File: config.mk
export PLATFORM = sky130hd
export DESIGN_NAME = direction_encoder_flat
export DESIGN_NICKNAME = d
export VERILOG_FILES = /design/src/rtl/direction_encoder_if.sv /design/src/rtl/direction_encoder.sv /design/src/flat_wrapper.sv
export SDC_FILE = /design/constraint.sdc
export NUM_CORES = 1
export LEC_CHECK = 0
export BUFFER_PORTS_ARGS = -buffer_cell sky130_fd_sc_hd__buf_2
export CAP_MARGIN = 20
export CELL_PAD_IN_SITES_DETAIL_PLACEMENT = 0
export CELL_PAD_IN_SITES_GLOBAL_PLACEMENT = 2
export CORE_MARGIN = 5
export CORE_UTILIZATION = 40
export DETAILED_ROUTE_END_ITERATION = 7
export PLACE_DENSITY_LB_ADDON = 0.1
export SLEW_MARGIN = 25
export SYNTH_ARGS = -nofsm -noshare
export SYNTH_HDL_FRONTEND = slang
export SYNTH_SLANG_ARGS = --single-unit
File: constraint.sdc
create_clock -name clk -period 1.3 [get_ports clk]
set_input_delay 0.26 -clock clk [delete_from_list [all_inputs] [get_ports clk]]
set_output_delay 0.26 -clock clk [all_outputs]
set_load 0.01 [all_outputs]
File: src/rtl/direction_encoder_if.sv
// direction_encoder_if: raw buttons and step strobe in; committed direction, change pulse and pending flag out.
// master drives btn_r/btn_l/btn_u/btn_d/tick and reads dir/dir_changed/pending; slave is the encoder side.
interface direction_encoder_if;
    logic       btn_r;
    logic       btn_l;
    logic       btn_u;
    logic       btn_d;
    logic       tick;
    logic [2:0] dir;
    logic       dir_changed;
    logic       pending;
    modport master (output btn_r, btn_l, btn_u, btn_d, tick, input dir, dir_changed, pending);
    modport slave (input btn_r, btn_l, btn_u, btn_d, tick, output dir, dir_changed, pending);
endinterface

File: src/rtl/direction_encoder.sv
// direction_encoder: synchronizes and debounces four buttons, captures one press and commits it as the snake direction on tick.
// Ports: clk, rst_n (async active-low), bus (slave: btn_r/l/u/d, tick in; dir, dir_changed, pending out).
// Optional DIR_REVERSE_LOCK_EN rejects 180-degree reversals at commit.
module direction_encoder #(
    parameter int DEB_CYCLES = 16
) (
    input  logic                 clk,
    input  logic                 rst_n,
    direction_encoder_if.slave   bus
);
    localparam int CW = $clog2(DEB_CYCLES + 1);
    typedef enum logic {IDLE, PEND} state_t;
    // bit index equals the direction code: 0 right, 1 left, 2 up, 3 down
    logic [3:0]         raw;
    logic [3:0]         s1_q, s_q, db_q, db_d, db_dly_q, press;
    logic [3:0][CW-1:0] cnt_q, cnt_d;
    state_t             state_q, state_d;
    logic [1:0]         pend_q, pend_d, press_code;
    logic [2:0]         dir_q, dir_d;
    logic               chg_q, single, commit_en, opposite, lock_blk, upd;
    assign raw = {bus.btn_d, bus.btn_u, bus.btn_l, bus.btn_r};
    always_comb begin
        db_d  = db_q;
        cnt_d = '0;
        for (int i = 0; i < 4; i++) begin
            if (s_q[i] != db_q[i]) begin
                if (cnt_q[i] == CW'(DEB_CYCLES - 1)) db_d[i] = s_q[i];
                else cnt_d[i] = cnt_q[i] + 1'b1;
            end
        end
    end
    assign press      = db_q & ~db_dly_q;
    assign single     = (press != 4'd0) && ((press & (press - 4'd1)) == 4'd0);
    assign press_code = press[3] ? 2'd3 : press[2] ? 2'd2 : press[1] ? 2'd1 : 2'd0;
    assign commit_en  = bus.tick && (state_q == PEND);
    // opposite pairs share bit 1 and differ in bit 0
    assign opposite   = (pend_q[1] == dir_q[1]) && (pend_q[0] != dir_q[0]);
`ifdef DIR_REVERSE_LOCK_EN
    assign lock_blk   = opposite;
`else
    assign lock_blk   = 1'b0;
`endif
    assign upd        = commit_en && (pend_q != dir_q[1:0]) && !lock_blk;
    always_comb begin
        state_d = single ? PEND : commit_en ? IDLE : state_q;
        pend_d  = single ? press_code : pend_q;
        dir_d   = upd ? {1'b0, pend_q} : dir_q;
    end
    always_ff @(posedge clk or negedge rst_n) begin
        if (!rst_n) begin
            s1_q     <= '0;
            s_q      <= '0;
            db_q     <= '0;
            db_dly_q <= '0;
            cnt_q    <= '0;
            state_q  <= IDLE;
            pend_q   <= '0;
            dir_q    <= '0;
            chg_q    <= 1'b0;
        end else begin
            s1_q     <= raw;
            s_q      <= s1_q;
            db_q     <= db_d;
            db_dly_q <= db_q;
            cnt_q    <= cnt_d;
            state_q  <= state_d;
            pend_q   <= pend_d;
            dir_q    <= dir_d;
            chg_q    <= upd;
        end
    end
    assign bus.dir         = dir_q;
    assign bus.dir_changed = chg_q;
    assign bus.pending     = (state_q == PEND);
endmodule

File: src/flat_wrapper.sv
// flat-port wrapper written by rule: the top's interface ports become plain ports
module direction_encoder_flat 
#(
    parameter int DEB_CYCLES = 16
)
  (clk, rst_n, bus_btn_r, bus_btn_l, bus_btn_u, bus_btn_d, bus_tick, bus_dir, bus_dir_changed, bus_pending);
  direction_encoder_if bus_i ();
  input  logic clk;
  input  logic rst_n;
  input wire logic [$bits(bus_i.btn_r)-1:0] bus_btn_r;
  input wire logic [$bits(bus_i.btn_l)-1:0] bus_btn_l;
  input wire logic [$bits(bus_i.btn_u)-1:0] bus_btn_u;
  input wire logic [$bits(bus_i.btn_d)-1:0] bus_btn_d;
  input wire logic [$bits(bus_i.tick)-1:0] bus_tick;
  output wire logic [$bits(bus_i.dir)-1:0] bus_dir;
  output wire logic [$bits(bus_i.dir_changed)-1:0] bus_dir_changed;
  output wire logic [$bits(bus_i.pending)-1:0] bus_pending;
  assign bus_i.btn_r = bus_btn_r;
  assign bus_i.btn_l = bus_btn_l;
  assign bus_i.btn_u = bus_btn_u;
  assign bus_i.btn_d = bus_btn_d;
  assign bus_i.tick = bus_tick;
  assign bus_dir = bus_i.dir;
  assign bus_dir_changed = bus_i.dir_changed;
  assign bus_pending = bus_i.pending;
  direction_encoder #(.DEB_CYCLES(DEB_CYCLES)) u_core (.clk(clk), .rst_n(rst_n), .bus(bus_i));
endmodule
Word-level counts from Yosys, hierarchy flattened
Index checks and enable logic that the tools add are counted.
- register bits after elaboration: 42
- input port bits: 7
- output and inout bits: 5
- word-level logic and storage cells: 55
- add/subtract/negate cells: 5
- equal/unequal tests: 9
- mux-type cells: 13
- bitwise gates (word level): 3
- reductions and logical operators: 10
- operators with widths (operator ; number):
    5-bit two-way mux ; 8
    5-bit by 1-bit adder with 5-bit output (second input constant) ; 4
    5-bit by 4-bit == test with 1-bit output (second input constant) ; 4
    4-bit bitwise AND ; 2
    2-bit AND reduction ; 4
    4-bit logical NOT ; 1
    2-bit two-way mux ; 2
    1-bit != test ; 4
    4-bit inverter ; 1
    4-bit nonzero test ; 1
    4-bit by 1-bit subtractor with 4-bit output (second input constant) ; 1
    1-bit logical AND ; 3
    1-bit two-way mux ; 3
    2-bit != test ; 1
    2-bit nonzero test ; 1

Depth between registers and ports, before layout
Gate-level depths: netlist (run 1).
- word-level depth: 7
- depth in mapped cells: 4
- gate-level depth less buffers: 4

Worst setup path after synthesis (run 1)
No wires, ideal clock.
- path kind: register to register
- from: register u_core.cnt_q[0] in the netlist's numbering
- to: register u_core.db_q[0]
- library setup time: 127 ps
- arrival time: 1034 ps
- data required time: 1173 ps
- path slack: 138 ps
- cell stages (with the launch flop): 5
- path buffers: 0
- clock period less this slack: 1162 ps
- cell sequence: dfrtp_1 -> ha_1 -> nand3_1 -> nor2_1 -> mux2_1
- cells in the longest elaborated chain, start to end: 2
- ends and longest elaborated chain (element ; line ; RTL):
    start, declared ; direction_encoder.sv:16 ; logic [3:0][CW-1:0] cnt_q, cnt_d;
    start signal, assigned ; direction_encoder.sv:65 ; cnt_q <= cnt_d;
    5-bit by 4-bit == test with 1-bit output ; direction_encoder.sv:27 ; if (cnt_q[i] == CW'(DEB_CYCLES - 1)) db_d[i] = s_q[i];
    2-bit AND reduction (no line) ; - ;
    end signal, assigned ; direction_encoder.sv:53 ; db_q <= '0;
    end signal, assigned ; direction_encoder.sv:63 ; db_q <= db_d;
    end, declared ; direction_encoder.sv:15 ; logic [3:0] s1_q, s_q, db_q, db_d, db_dly_q, press;
Every way passes these cells.
A chain may end at the register's enable or synchronous reset.

Worst setup path in the final report (run 1)
- from: register u_core.cnt_q[15] in the netlist's numbering
- to: register u_core.db_q[3]
Same word-level chain as after synthesis.

==> summary.txt, run 1 <==
critical path capture point type - flip-flop
DRC viols - 0
clk buf depth - 2
Post-synth EDFFs - 0
commonest non-fill, non-tap cell in the layout - dfrtp_1
H-Tree Depth - 2
DRT iter0 DRCs - 59
dominant synthesized flop cell - dfrtp_1
synthesized area per cell - 12.5 µm²
Reg area - 1050 µm²
post-layout minimum cycle time - 1.25 ns
Cell variety after synth - 26
CP startpoint kind - flip-flop
Worst-Skew Late Latency - 0.28 ns
asr flop ratio synth - 1.00
GRT Util Overall - 0.101
crit share post-route - 0.962
Filler Cell Count - 386
total core area - 4000 µm²
WL/cell - 11.5 µm
Post-Syn Area - 1650 µm²
f_max - 800 MHz
Final Power - 2.50 mW
multiplexer share of the synthesized area - 0.0409
# diodes - 0
Hold Path Class - in -> reg
die area - 5510 µm²
clock root buffer - clkbuf_8
global-route wire length before repair - 4150 µm
most frequent cells in the layout - 42 x dfrtp_1, 12 x xor2_1, 12 x nor2_1
Peak VDD IR - 0.000823 V
DR vias - 954
routability cong. - 0.767
Die Y - 74.2 µm
Vias per Instance - 4.65
die width - 74.2 µm
max-slew violations - 0
P_leak - 0.992 nW
port bufs - 10
total CTS buffers - 5
Clock Skew - 0.00255 ns
# rows - 23
CTS tree - done
area occupied by multi-input gates - 613 µm²
Area Growth Syn to Fin - 18.8%
total routed wirelength - 2350 µm
share of layout cells above drive strength 1 - 0.258
Synth Area in Simple Gates - 0.140
max_cap viols - 0
flops & latches, synth - 42
grt ovf - 0
CP max FO - 3
register area share after synthesis - 0.637
pwr/cell area - 1270 nW/µm²
Top Ports - 12
CP required - 1.47 ns
largest family of logic cells by synthesized area - simple AND/OR/NAND/NOR gates
post-synth net total - 143
cells after synthesis - 132
compound-cell area share of the yosys netlist - 0.0561
Post-DP HPWL - 1550 µm
outcome - finished, final reports clean
Setup CP Type - reg -> reg
YS warnings - 0
initial core utilization - 0.413
Layout Utilization - 0.490
final hold violations - 0
adder-cell area share of the yosys netlist - 0.0303
initial antenna violation count - 0
# setup viols final - 0
Synth Area in XOR/XNOR - 0.0796
CTS sink cnt - 42
first drt pass iteration count - 2
clk slew on worst S/H paths - 0.08 ns
via count of the first global-routing pass - 928
largest net degree at the start of global routing - 43
Final ANT Viol Nets - 0
Worst Path Arrival - 1.42 ns
number of nets in the layout - 165
==> per-layer routing <==
metal	vias to the layer above	GRT usage	part of all wire
met1	454	0.131	0.48
met2	15	0.146	0.45
li1	481	-	-
met3	4	0.0419	0.054
met4	0	0.0474	0.014
met5	-	0	0
==> where the power goes <==
| part | total [mW] | switching (mW) | internal (mW) | leakage, nW |
|---|---|---|---|---|
| Combinational | 0.121 | 0.0643 | 0.0569 | 0.376 |
| Sequential | 1.39 | 0.0335 | 1.35 | 0.558 |
| Clock | 0.988 | 0.424 | 0.565 | 0.0579 |
| Total | 2.50 | 0.521 | 1.97 | 0.992 |
==> final timing paths <==
check,endpoint,slack (ns),start,depth (start not counted)
max in group asynchronous,u_core.db_dly_q[1],0.64,rst_n,3
worst max register to register,u_core.db_q[3],0.05,u_core.cnt_q[15],4
worst max-delay path,u_core.db_q[3],0.05,u_core.cnt_q[15],4
min in group asynchronous,u_core.bus.dir[1],0.47,rst_n,3
worst min register to register,u_core.s_q[3],0.35,u_core.s1_q[3],0
worst min-delay path,u_core.s1_q[3],0.07,bus_btn_d,1
==> flip-flops by register name, indices dropped and copies added (netlist names) <==
name and count:
u_core.s1_q 4, u_core.db_dly_q 4, u_core.s_q 4, u_core.db_q 4, u_core.cnt_q 20, u_core.pend_q 2, u_core.bus.pending 1, u_core.bus.dir 2
u_core.bus.dir_changed 1
==> worst max-delay path: stages, from the launching register on <==
cell and delay, ns:
dfrtp_1 0.38, ha_2 0.19, nand3_1 0.11, nor2_1 0.14, mux2_1 0.33
==> cells by family after synthesis <==
logic type	Yosys count
muxes	6
and+or+nand+nor	45
adders and majority gates	4
xor gates and xnor gates	15
buffers and inverters	5
AOI/OAI and AO/OA	14
other	1
DFF	42
==> Yosys cell counts (2+ instances only) <==
master / n / share of area
a21oi_1: 5 / 0.015
and2_1: 6 / 0.023
and3_1: 4 / 0.015
dfrtp_1: 42 / 0.64
ha_1: 4 / 0.030
inv_1: 4 / 0.0091
mux2_1: 4 / 0.027
mux2_2: 2 / 0.014
nand2_1: 3 / 0.0068
nand2b_1: 3 / 0.011
nand3_1: 10 / 0.030
nor2_1: 15 / 0.034
o21ai_1: 4 / 0.012
xnor2_1: 3 / 0.016
xor2_1: 12 / 0.064
==> final cells by class <==
cell class / instances / area share
flip-flops and latches: 42 / 0.536
clock buffers: 5 / 0.0351
multi-input cells: 85 / 0.313
well taps: 50 / 0.0319
clock inverters: 3 / 0.0204
inverters: 4 / 0.00766
repair buffers: 16 / 0.0562
==> through the flow <==
stage	setup WS, ns	TNS (ns)	area, µm²	hold WS (ns)	cells
3_3_place_gp	0.0786	0	1790	0.248	194
2_1_floorplan	0.138	0	1650	-0.0356	132
6_report	0.0493	0	1960	0.0739	205
4_1_cts	0.0444	0	1910	0.0570	203
5_1_grt	-0.00958	-0.00958	1960	0.0487	205
3_5_place_dp	0.0528	0	1790	0.249	194
==> timing repair <==
item	in CTS	in global routing
hold buffers	1	0
resized for setup	0	11
setup buffers	0	2
endpoints found under the hold margin	42	0
endpoints found under the setup margin	0	5
Note: power is estimated with default switching activity, not from simulation.
==> run 2, diff against run 1 <==
--- a/config.mk
+++ b/config.mk
@@ -14,4 +14,5 @@
 export DETAILED_ROUTE_END_ITERATION = 7
 export PLACE_DENSITY_LB_ADDON = 0.1
+export SETUP_SLACK_MARGIN = 0.15
 export SLEW_MARGIN = 25
 export SYNTH_ARGS = -nofsm -noshare
==> constraint.sdc (replaced) <==
create_clock -name clk -period 1.3 [get_ports clk]
set_input_delay 0.26 -clock clk [delete_from_list [all_inputs] [get_ports clk]]
set_output_delay 0.26 -clock clk [all_outputs]
set_load 0.1 [all_outputs]
==> run 2 against run 1 <==
Clock-buffer cell count is 2 higher; final cell count increased by 6.3%; critical endpoint is now bus_pending; cell area up 12%; critical path type is now reg -> out; highest routed layer unchanged; non-clock buffer count increased by 13; largest power group unchanged; sequential cell count unchanged; clock power fell by 15%.
==> summary.txt, run 2 (same netlist as run 1, synthesis figures left out) <==
outcome - finished, final reports clean
total CTS buffers - 5 (unchanged)
Final ANT Viol Nets - 0 (unchanged)
R2R depth - 4 (unchanged)
CP required - 1.04 ns (-0.43 ns)
worst reg2reg path endpoint - u_core.db_q[1]
largest net degree at the start of global routing - 43 (unchanged)
Worst Path Arrival - 0.95 ns (-0.47 ns)
routability cong. - 0.741 (-3.4%)
port bufs - 10 (unchanged)
dpl cell area - 1890 µm² (+5.4%)
Worst-Skew Late Latency - 0.29 ns (about the same)
FF-to-FF Start - u_core.cnt_q[5]
clock root buffer - clkbuf_8
setup TNS - 0 ns (unchanged)
CP Depth - 1 (-3)
initial antenna violation count - 0 (unchanged)
number of flip-flops under the largest register name - 20 (unchanged)
WL/cell - 11.4 µm (-0.48%)
clk buf depth - 2 (unchanged)
Post-DP HPWL - 1570 µm (+0.71%)
HP Start - bus_btn_r
total core area - 4000 µm² (unchanged)
Vias per Instance - 4.67 (+0.35%)
pwr/cell area - 1100 nW/µm² (-13%)
CP max FO - 2 (-1)
# setup viols final - 0 (unchanged)
slowest CP cell - dfrtp_4
via count of the first global-routing pass - 1068 (+15%)
critical path capture point type - output port
share of layout cells above drive strength 1 - 0.363 (+0.105)
hold endpoint - u_core.s1_q[0]
GRT Util Overall - 0.107 (+0.00619)
hold_ws - 0.0721 ns (-0.00183 ns)
most frequent cells in the layout - 39 x dfrtp_1, 17 x buf_4, 12 x nor2_1
final hold violations - 0 (unchanged)
post-layout minimum cycle time - 1.21 ns (-0.0401 ns)
CTS tree - done
die width - 74.2 µm (unchanged)
RSZ-0062 raised after global routing - true
Area Growth Syn to Fin - 32.5%
Min-Delay Path Depth - 1 (unchanged)
Hold Path Class - in -> reg
max incr delay on CP - 0.49 ns (+0.11 ns)
Filler Cell Count - 341 (-12%)
Top reg by flops - u_core.cnt_q
critical-path cell list - buf_12
global-route wire length before repair - 4420 µm (+6.5%)
commonest non-fill, non-tap cell in the layout - dfrtp_1
DR vias - 1018 (+6.7%)
Setup CP Type - reg -> out
crit share post-route - 0.931 (-0.0309)
H-Tree Depth - 2 (unchanged)
die area - 5510 µm² (unchanged)
total routed wirelength - 2490 µm (+5.8%)
initial core utilization - 0.413 (unchanged)
# diodes - 0 (unchanged)
Reg area - 1060 µm² (+0.59%)
f_max - 826 MHz (+3.3%)
max-slew violations - 0 (unchanged)
Top Ports - 12 (unchanged)
grt ovf - 0 (unchanged)
r2r setup slk - 0.12 ns (+0.07 ns)
Final Cell Area - 2190 µm² (+12%)
first drt pass iteration count - 4 (+2)
critical path buffer and inverter count - 1 (+1)
# rows - 23 (unchanged)
CTS sink cnt - 42 (unchanged)
top cell family by delay on the critical path - flip-flops
number of nets in the layout - 178 (+7.9%)
Clock Skew - 0.00541 ns (+0.00286 ns)
clk slew on worst S/H paths - 0.08 ns (about the same)
P_leak - 1.07 nW (+8.0%)
CP startpoint kind - flip-flop
DRT iter0 DRCs - 51 (-14%)
area occupied by multi-input gates - 693 µm² (+13%)
DRC viols - 0 (unchanged)
Die Y - 74.2 µm (unchanged)
Peak VDD IR - 0.000897 V (+9.0%)
max_cap viols - 0 (unchanged)
run 2: layer usage:
layer  up-vias  GRT usage  part of all wire
met5         -          0                 0
met4         0     0.0474             0.014
met3         4     0.0459             0.059
met2        17      0.169              0.47
met1       493      0.127              0.46
li1        504          -                 -
run 2: final cells by class:
| class | count | area share |
|---|---|---|
| clock buffers | 7 | 0.0395 |
| clock inverters | 1 | 0.00229 |
| inverters | 4 | 0.00686 |
| multi-input cells | 85 | 0.317 |
| flip-flops and latches | 42 | 0.483 |
| well taps | 50 | 0.0286 |
| repair buffers | 29 | 0.122 |
run 2: timing repair:
| item | 4_1_cts | 5_1_grt |
|---|---|---|
| cloned | 0 | 0 |
| pin swaps | 8 | 3 |
| hold buffers | 1 | 0 |
| setup endpoints to repair | 8 | 16 |
| buffers inserted | 12 | 4 |
| gates resized for setup | 4 | 10 |
| hold endpoints to repair | 42 | 0 |
run 2: worst max-delay path by stage:
stage | endpoint | from
finish | bus_pending | u_core.bus.pending
global placement | u_core.db_q[0] | u_core.cnt_q[0]
detailed placement | u_core.db_q[1] | u_core.cnt_q[5]
floorplan | u_core.bus.dir[0] | u_core.bus.pending
CTS | bus_pending | u_core.bus.pending
global route | bus_pending | u_core.bus.pending
run 2: per-stage QoR:
stage          setup slack (ns)   util  std cells  total power [mW]
3_3_place_gp             0.0937  0.472        193              1.54
3_5_place_dp             0.0654  0.472        193              1.55
4_1_cts                  0.0728  0.523        214              2.43
5_1_grt                  0.0543  0.547        218              2.55
6_report                 0.0894  0.547        218              2.41
2_1_floorplan             0.139      -        132              1.49
run 2: power by group:
part	switching (mW)	leakage, nW	internal (mW)
registers	0.0400	0.553	1.35
clock network	0.416	0.0482	0.428
logic	0.0899	0.471	0.0843
